<file path="config.mk">
export PLATFORM = sky130hd
export DESIGN_NAME = gray_input_conditioner_flat
export DESIGN_NICKNAME = d
export VERILOG_FILES = /design/src/rtl/gray_input_conditioner_pkg.sv /design/src/rtl/gray_input_conditioner_if.sv /design/src/rtl/gray_input_conditioner_sync_ff.sv /design/src/rtl/gray_input_conditioner.sv /design/src/flat_wrapper.sv
export SDC_FILE = /design/constraint.sdc
export NUM_CORES = 1
export LEC_CHECK = 0
export BUFFER_PORTS_ARGS = -buffer_cell sky130_fd_sc_hd__buf_2
export CAP_MARGIN = 30
export CORE_MARGIN = 8
export CORE_UTILIZATION = 38
export CTS_CLUSTER_SIZE = 20
export DETAILED_ROUTE_END_ITERATION = 8
export SLEW_MARGIN = 20
export SYNTH_ARGS = -nofsm -noshare
export SYNTH_HDL_FRONTEND = slang
export SYNTH_SLANG_ARGS = --single-unit
</file>
<file path="constraint.sdc">
create_clock -name clk_pi -period 3.72 [get_ports clk_pi]
set_input_delay 0 -clock clk_pi [delete_from_list [all_inputs] [get_ports clk_pi]]
set_output_delay 0 -clock clk_pi [all_outputs]
set_load 0.02 [all_outputs]
</file>
<file path="src/rtl/gray_input_conditioner_pkg.sv">
// Shared types and defaults for the Gray/button input conditioner.
package gray_input_pkg;

    typedef logic [3:0] gray_t;

    typedef enum logic [1:0] {
        LOW       = 2'd0,
        WAIT_HIGH = 2'd1,
        HIGH      = 2'd2,
        WAIT_LOW  = 2'd3
    } btn_state_t;

    localparam int DEBOUNCE_CYCLES_DEF = 270000;
    localparam int SYNC_STAGES_DEF     = 2;

    // Number of bits that differ between two Gray codes.
    function automatic logic [2:0] gray_dist(input gray_t a, input gray_t b);
        gray_t d;
        logic [2:0] n;
        d = a ^ b;
        n = 3'd0;
        for (int i = 0; i < 4; i++) n = n + {2'b00, d[i]};
        return n;
    endfunction

endpackage

</file>
<file path="src/rtl/gray_input_conditioner_if.sv">
// Board-side bundle: raw switches/button in, conditioned code/strobes out.
interface gray_input_if;
    import gray_input_pkg::*;

    gray_t codigo_gray_raw_pi;
    logic  boton_raw_pi;
    gray_t codigo_gray_po;
    logic  gray_valido_po;
    logic  boton_nivel_po;
    logic  boton_pulso_po;
    logic  gray_error_po;

    modport slave (
        input  codigo_gray_raw_pi, boton_raw_pi,
        output codigo_gray_po, gray_valido_po, boton_nivel_po,
               boton_pulso_po, gray_error_po
    );

    modport master (
        output codigo_gray_raw_pi, boton_raw_pi,
        input  codigo_gray_po, gray_valido_po, boton_nivel_po,
               boton_pulso_po, gray_error_po
    );
endinterface

</file>
<file path="src/rtl/gray_input_conditioner_sync_ff.sv">
// Multi-stage flop synchroniser, WIDTH bits wide, STAGES deep.
module sync_ff #(
    parameter int WIDTH  = 1,
    parameter int STAGES = 2
) (
    input  logic             clk,
    input  logic             rst_n,
    input  logic [WIDTH-1:0] d,
    output logic [WIDTH-1:0] q
);

    logic [STAGES-1:0][WIDTH-1:0] ff;

    always_ff @(posedge clk or negedge rst_n) begin
        if (!rst_n) begin
            ff <= '0;
        end else begin
            ff[0] <= d;
            for (int i = 1; i < STAGES; i++) ff[i] <= ff[i-1];
        end
    end

    assign q = ff[STAGES-1];

endmodule

</file>
<file path="src/rtl/gray_input_conditioner.sv">
// Synchronises and debounces the Gray switches and reset button.
// Optional GRAY_ILLEGAL_CHECK_EN flags multi-bit jumps at commit time.
module gray_input_conditioner
    import gray_input_pkg::*;
#(
    parameter int DEBOUNCE_CYCLES = DEBOUNCE_CYCLES_DEF,
    parameter int SYNC_STAGES     = SYNC_STAGES_DEF
) (
    input  logic          clk_pi,
    input  logic          rst_pi,
    gray_input_if.slave   bus
);

    localparam int CW = (DEBOUNCE_CYCLES > 2) ? $clog2(DEBOUNCE_CYCLES) : 1;
    localparam logic [CW-1:0] CNT_LAST = CW'(DEBOUNCE_CYCLES - 1);
    localparam logic [CW-1:0] CNT_PRE  = CW'(DEBOUNCE_CYCLES - 2);

    gray_t   gray_sync;
    logic    btn_sync;
    gray_t   cand;
    logic [CW-1:0] cnt;
    gray_t   gray_q;
    logic    valido_q;
    logic    gray_commit;

    btn_state_t    bstate;
    logic [CW-1:0] bcnt;
    logic          pulso_q;

    sync_ff #(.WIDTH(4), .STAGES(SYNC_STAGES)) u_sync_gray (
        .clk   (clk_pi),
        .rst_n (rst_pi),
        .d     (bus.codigo_gray_raw_pi),
        .q     (gray_sync)
    );

    sync_ff #(.WIDTH(1), .STAGES(SYNC_STAGES)) u_sync_btn (
        .clk   (clk_pi),
        .rst_n (rst_pi),
        .d     (bus.boton_raw_pi),
        .q     (btn_sync)
    );

    // The edge that loads cand is the first stable sample, so the commit
    // happens on the DEBOUNCE_CYCLES-th consecutive sample (cnt moving to LAST).
    assign gray_commit = (gray_sync == cand) && (cnt == CNT_PRE) && (cand != gray_q);

    always_ff @(posedge clk_pi or negedge rst_pi) begin
        if (!rst_pi) begin
            cand     <= '0;
            cnt      <= '0;
            gray_q   <= '0;
            valido_q <= 1'b0;
        end else begin
            valido_q <= 1'b0;
            if (gray_sync != cand) begin
                cand <= gray_sync;
                cnt  <= '0;
            end else begin
                if (cnt < CNT_LAST) cnt <= cnt + 1'b1;
                if (gray_commit) begin
                    gray_q   <= cand;
                    valido_q <= 1'b1;
                end
            end
        end
    end

`ifdef GRAY_ILLEGAL_CHECK_EN
    logic err_q;

    always_ff @(posedge clk_pi or negedge rst_pi) begin
        if (!rst_pi) begin
            err_q <= 1'b0;
        end else if (gray_commit && (gray_dist(cand, gray_q) > 3'd1)) begin
            err_q <= 1'b1;
        end
    end

    assign bus.gray_error_po = err_q;
`else
    assign bus.gray_error_po = 1'b0;
`endif

    // Button: same stable-sample count as the Gray path, pulse only on press.
    always_ff @(posedge clk_pi or negedge rst_pi) begin
        if (!rst_pi) begin
            bstate  <= LOW;
            bcnt    <= '0;
            pulso_q <= 1'b0;
        end else begin
            pulso_q <= 1'b0;
            case (bstate)
                LOW: begin
                    if (btn_sync) begin
                        bstate <= WAIT_HIGH;
                        bcnt   <= '0;
                    end
                end
                WAIT_HIGH: begin
                    if (!btn_sync) begin
                        bstate <= LOW;
                    end else if (bcnt == CNT_PRE) begin
                        bstate  <= HIGH;
                        pulso_q <= 1'b1;
                    end else begin
                        bcnt <= bcnt + 1'b1;
                    end
                end
                HIGH: begin
                    if (!btn_sync) begin
                        bstate <= WAIT_LOW;
                        bcnt   <= '0;
                    end
                end
                WAIT_LOW: begin
                    if (btn_sync) begin
                        bstate <= HIGH;
                    end else if (bcnt == CNT_PRE) begin
                        bstate <= LOW;
                    end else begin
                        bcnt <= bcnt + 1'b1;
                    end
                end
                default: bstate <= LOW;
            endcase
        end
    end

    assign bus.codigo_gray_po = gray_q;
    assign bus.gray_valido_po = valido_q;
    assign bus.boton_nivel_po = (bstate == HIGH) || (bstate == WAIT_LOW);
    assign bus.boton_pulso_po = pulso_q;

endmodule
</file>
<file path="src/flat_wrapper.sv">
// flat-port wrapper written by rule: the top's interface ports become plain ports
module gray_input_conditioner_flat import gray_input_pkg::*;
#(
    parameter int DEBOUNCE_CYCLES = DEBOUNCE_CYCLES_DEF,
    parameter int SYNC_STAGES     = SYNC_STAGES_DEF
)
  (clk_pi, rst_pi, bus_codigo_gray_raw_pi, bus_boton_raw_pi, bus_codigo_gray_po, bus_gray_valido_po, bus_boton_nivel_po, bus_boton_pulso_po, bus_gray_error_po);
  gray_input_if bus_i ();
  input  logic clk_pi;
  input  logic rst_pi;
  input wire logic [$bits(bus_i.codigo_gray_raw_pi)-1:0] bus_codigo_gray_raw_pi;
  input wire logic [$bits(bus_i.boton_raw_pi)-1:0] bus_boton_raw_pi;
  output wire logic [$bits(bus_i.codigo_gray_po)-1:0] bus_codigo_gray_po;
  output wire logic [$bits(bus_i.gray_valido_po)-1:0] bus_gray_valido_po;
  output wire logic [$bits(bus_i.boton_nivel_po)-1:0] bus_boton_nivel_po;
  output wire logic [$bits(bus_i.boton_pulso_po)-1:0] bus_boton_pulso_po;
  output wire logic [$bits(bus_i.gray_error_po)-1:0] bus_gray_error_po;
  assign bus_i.codigo_gray_raw_pi = bus_codigo_gray_raw_pi;
  assign bus_i.boton_raw_pi = bus_boton_raw_pi;
  assign bus_codigo_gray_po = bus_i.codigo_gray_po;
  assign bus_gray_valido_po = bus_i.gray_valido_po;
  assign bus_boton_nivel_po = bus_i.boton_nivel_po;
  assign bus_boton_pulso_po = bus_i.boton_pulso_po;
  assign bus_gray_error_po = bus_i.gray_error_po;
  gray_input_conditioner #(.DEBOUNCE_CYCLES(DEBOUNCE_CYCLES), .SYNC_STAGES(SYNC_STAGES)) u_core (.clk_pi(clk_pi), .rst_pi(rst_pi), .bus(bus_i));
endmodule
</file>
* Word level (Yosys, flattened, before mapping)
Cells that the tools add are included.
Operators by class: add/sub/neg operators 2, order comparisons 1, equality and inequality tests 14, muxes and demuxes 20, bitwise gates (word level) 1, reduce and logical (&&, ||, !) cells 8
Operator list (number):
- $mux 19 | 7
- $pmux 19 s4 | 1
- $add 19x1->19 const B | 2
- $eq 19x19->1 const B | 2
- $lt 19x19->1 const B | 1
- $mux 2 | 6
- $ne 2x2->1 const B | 4
- $ne 4x4->1 | 2
- $pmux 2 s4 | 1
- $reduce_and 4->1 | 2
- $ne 3x2->1 const B | 2
- $mux 1 | 5
- $eq 2x2->1 const B | 2
- $eq 4x4->1 | 1
- $eq 2x1->1 const B | 1
- $logic_and 1x1->1 | 2
- $logic_not 2->1 | 1
- $reduce_and 2->1 | 1
- $reduce_bool 2->1 | 1
- $logic_or 1x1->1 | 1
- $not 1->1 | 1
Storage, ports and cells: flip-flop bits (word level) 60, input bits 7, output and inout port bits 8, word-level logic and storage cells 57

* Depth between registers and ports, before layout
depth in word-level cells 5, gate-level depth with buffers 8, mapped depth without buffers 7

* Modules after synthesis
From an unflattened synthesis, not the netlist that was laid out.
Unflattened totals: cells, all modules 312, area total of the unflattened synthesis 3046.7 um^2
Modules (own cells, without submodules):
- gray_input_conditioner | instances 1, cells an instance 298, area an instance 2766.4 um^2, sequential area each 1251.2 um^2
- sync_ff (u_core.u_sync_gray) | instances 1, cells an instance 12, area an instance 230.2 um^2, sequential area each 200.2 um^2
- sync_ff (u_core.u_sync_btn) | instances 1, cells an instance 2, area an instance 50.0 um^2, sequential area each 50.0 um^2

* Least setup slack after synthesis
No wires, ideal clock.
path type register -> register, start point register u_core.bcnt[0], end point register u_core.bcnt[2], arrival 1.722 ns, setup slack 1.869 ns, stages on the path, launching flop included 8, buffers on the path 1, clock period less this slack 1.851 ns, cell sequence dfrtp_1 -> inv_1 -> ha_1 -> nor4bb_1 -> nand4bb_4 -> o211ai_2 -> buf_4 -> o21ai_0
Between the ends: cells in the longest elaborated chain, start to end 4, elaborated cells on any way between the ends 6, those cells by class 1 x add/sub; 1 x eq/ne; 4 x mux
RTL lines:
- from (decl) | RTL line gray_input_conditioner.sv:27 | logic [CW-1:0] bcnt;
- from (signal assigned) | RTL line gray_input_conditioner.sv:107 | bcnt <= bcnt + 1'b1;
- from (signal assigned) | RTL line gray_input_conditioner.sv:122 | bcnt <= bcnt + 1'b1;
- $add 19x1->19 / $eq 19x19->1 (equally long branches)
- $mux 19 (*) | RTL line gray_input_conditioner.sv:103, gray_input_conditioner.sv:119
- $mux 19 (on tied branches) | RTL line gray_input_conditioner.sv:117, gray_input_conditioner.sv:101
- $pmux 19 s4 (*) | RTL line gray_input_conditioner.sv:93 | case (bstate)
Mark *: on every way between the ends. The rest lies on a longest branch, timed or not. The select of a mux whose other input is x is not followed. A chain may end at the register's enable or synchronous reset.

* Final worst setup path
start point register u_core.bstate[0], end point register u_core.bcnt[16]
Between the ends: cells in the longest elaborated chain, start to end 3, elaborated cells on any way between the ends 10, those cells by class 7 x eq/ne; 1 x mux; 2 x reduce/logical
RTL lines:
- from (decl) | RTL line gray_input_conditioner.sv:26 | btn_state_t bstate;
- from (signal assigned) | RTL line gray_input_conditioner.sv:88 | bstate <= LOW;
- from (signal assigned) | RTL line gray_input_conditioner.sv:96 | bstate <= WAIT_HIGH;
- from (signal assigned) | RTL line gray_input_conditioner.sv:102 | bstate <= LOW;
- $eq 2x2->1, or another cell as far along | RTL line gray_input_conditioner.sv:93
- $ne 2x2->1 (no source line)
- $reduce_and 4->1 (no source line)
Several ways; a longest one is shown, not always the timed one.

==> metrics.txt <==
status=finished clean; TritonRoute pass-1 iters=4; final setup TNS=0 ns; Worst Setup Slack, final=1.34 ns; die height=105 um; Mapped Avg Cell Area=10.1 sq um; Power Density=377 mW/mm^2; Yosys cell types=54; worst-margin pin slew=0.721 ns; min Tclk post-route=2.38 ns; IO buf count=13; most frequent cells in the layout=60 x dfrtp_1, 22 x o21ai_0, 19 x nand2_1, 19 x nor2_1, 15 x xnor2_1; gr usage total=0.115; Synth-to-Final Area Change=12.4%; adder-cell share of the synthesized area=0.0167; Post-Syn Instances=296; Clock Latency Late Sink=0.34 ns; FILL cells=749; drt wl/cell=13.9 um; Hold/Removal Path Class=in2async; vias=2224; layout cells sized above 1=0.157; Detailed Route WL=5850 um; synth top area cells=dfrtp_1 50%, xnor2_1 4.4%, o21ai_0 3.7%, nand4_1 2.7%, nand2_1 2.4%; core area=0.00769 sq mm; Overflow after GRT=0; relative max-transition margin=0.518; Seq cells post-synth=60; final hold slack=0.237 ns; Residual DRC=0; slowest cell delay on critical path=0.62 ns; Startpoint Class=register; buffer depth of the longest clock path=2; Cell Rows=32; cells along the critical path=nor4bb_1 -> nand4bb_4 -> o211ai_2 -> or3_1 -> o21ai_0; final slew viol count=0; Placer Congestion=0.829; compound-gate portion of the synthesized area=0.146; count of buffer and inverter cells on the critical path=0; CP max FO=16; Num CTS Buffers=9; RSZ-0062 raised after global routing=no; vias in the first global route=2167; mux contribution to synthesized area=0.0221; clock-pin slew of the registers on the worst-case setup and hold paths=0.08 ns; skew final=0.00985 ns; cell taking the most area after synthesis=dfrtp_1; initial antenna violation count=0; Final Cycle Share=0.640; multi-input combinational cell area=0.00138 sq mm; ys flop type=dfrtp_1; initial DRC count=95; critical path class=reg2reg; R2R setup slack=1.34 ns; Yosys top cell area share=0.500; cts repair resizes=0; Fin. Hold Viols=0; P_leak=0.00135 uW; largest family of logic cells by synthesized area=simple AND/OR/NAND/NOR gates; Die ar.=0.0110 sq mm; CP required=3.94 ns; pin count of the biggest net entering global routing=32; first-pass GRT wire length=10300 um; most common cell after layout, fill and taps aside=dfrtp_1; initial core utilization=0.390; Post-Syn Area=0.00300 sq mm; post-DR vias/cell=5.30; Max-cap violations=0; number of post-CTS setup repair buffers=0; DRT antenna net count=0; WP data arrival=2.60 ns; CTS tree=built; simple-gate share of the synthesized area=0.217; CTS root buf=clkbuf_8; CP endpoint kind=register; number of I/O pins=15; Detail Placement HPWL=3960 um; clock sinks=60; Net Count, Synth=307; setup slack after placement=1.38 ns; Worst VDD drop=0.259 mV; Final #Nets=324; fin area=0.00337 sq mm; Area after DPL=0.00313 sq mm; Max Clk Rate=0.420 GHz; register area share after synthesis=0.500; Synth Area in XOR/XNOR=0.0555; synth warn=0; Antenna Cells=0; H-tree depth=3; final setup violation count=0; register area=0.00150 sq mm; Slowest cell on crit path=o211ai_2; Post-synth EDFFs=0; Top delay family on crit path=simple AND/OR/NAND/NOR gates; async set-reset flop share out of synthesis=1.00; die width=105 um
[timing repair]
action | CTS | global route
setup endpoints to repair | 0 | 0
endpoints found under the hold margin | 34 | 0
hold buffers | 6 | 0
[state kept, by name, summed over array words and instances, names as in the netlist, named ones only]
name / count
u_core.cand: 4
u_core.bstate: 1
u_core.u_sync_btn.ff: 1
u_core.bus.gray_valido_po: 1
u_core.bcnt: 19
u_core.bus.boton_pulso_po: 1
u_core.cnt: 19
u_core.u_sync_btn.q: 1
u_core.u_sync_gray.q: 4
u_core.bus.codigo_gray_po: 4
u_core.u_sync_gray.ff: 4
[power breakdown]
group | internal, uW | switching, uW
combinational | 22.0 | 36.6
clock | 249 | 288
sequential | 665 | 12.8
total | 935 | 337
[logic make-up (layout without fill, tap and decap cells)]
logic type               after synthesis  after routing
buffers and inverters                 27             49
AND/OR/NAND/NOR                      114            114
multiplexers                           6              6
flip-flops                            60             60
adder cells (fa/ha/maj)                4              4
XOR/XNOR                              19             19
AO/OA/AOI/OAI                         65             65
other                                  1              1
[synthesized netlist by cell type, types with 5 or more instances]
master	count
and2_1	5
nor2_1	19
nand3_1	11
nor3_1	8
clkbuf_1	11
nand2_1	19
xnor2_1	15
nand4_1	13
inv_1	11
nor4_1	6
o31ai_1	9
mux2_2	5
or3_1	8
dfrtp_1	60
a21oi_1	11
o21ai_0	22
[final timing paths]
check / from / endpoint / depth (start not counted)
worst min register to register: u_core.u_sync_gray.ff[2] / u_core.u_sync_gray.q[2] / 0
max in group asynchronous: rst_pi / u_core.bus.boton_pulso_po / 3
worst max-delay path: u_core.bstate[0] / u_core.bcnt[16] / 5
min in group clk_pi: bus_codigo_gray_raw_pi[2] / u_core.u_sync_gray.ff[2] / 2
worst max register to register: u_core.bstate[0] / u_core.bcnt[16] / 5
worst min-delay path: rst_pi / u_core.cnt[5] / 2
[per-layer routing]
layer / part of all wire / vias up / GRT usage
li1: - / 1109 / -
met1: 0.50 / 1083 / 0.146
met2: 0.46 / 30 / 0.176
met3: 0.030 / 2 / 0.0362
met4: 0.0070 / 0 / 0.0510
met5: 0 / - / 0
[final cells by class]
type,count,area share
Clock inverter,7,0.0174
Multi-Input combinational cell,209,0.408
Inverter,12,0.0134
Sequential cell,60,0.445
Tap cell,102,0.0378
Clock buffer,9,0.0367
Timing Repair Buffer,21,0.0416
[per-stage QoR]
stage          power [uW]  instances   util
5_1_grt              1340        420  0.439
6_report             1270        420  0.439
3_3_place_gp          745        398  0.407
4_1_cts              1300        420  0.439
2_1_floorplan         722        296      -
3_5_place_dp          745        398  0.407
(Power assumes the default switching activity.)
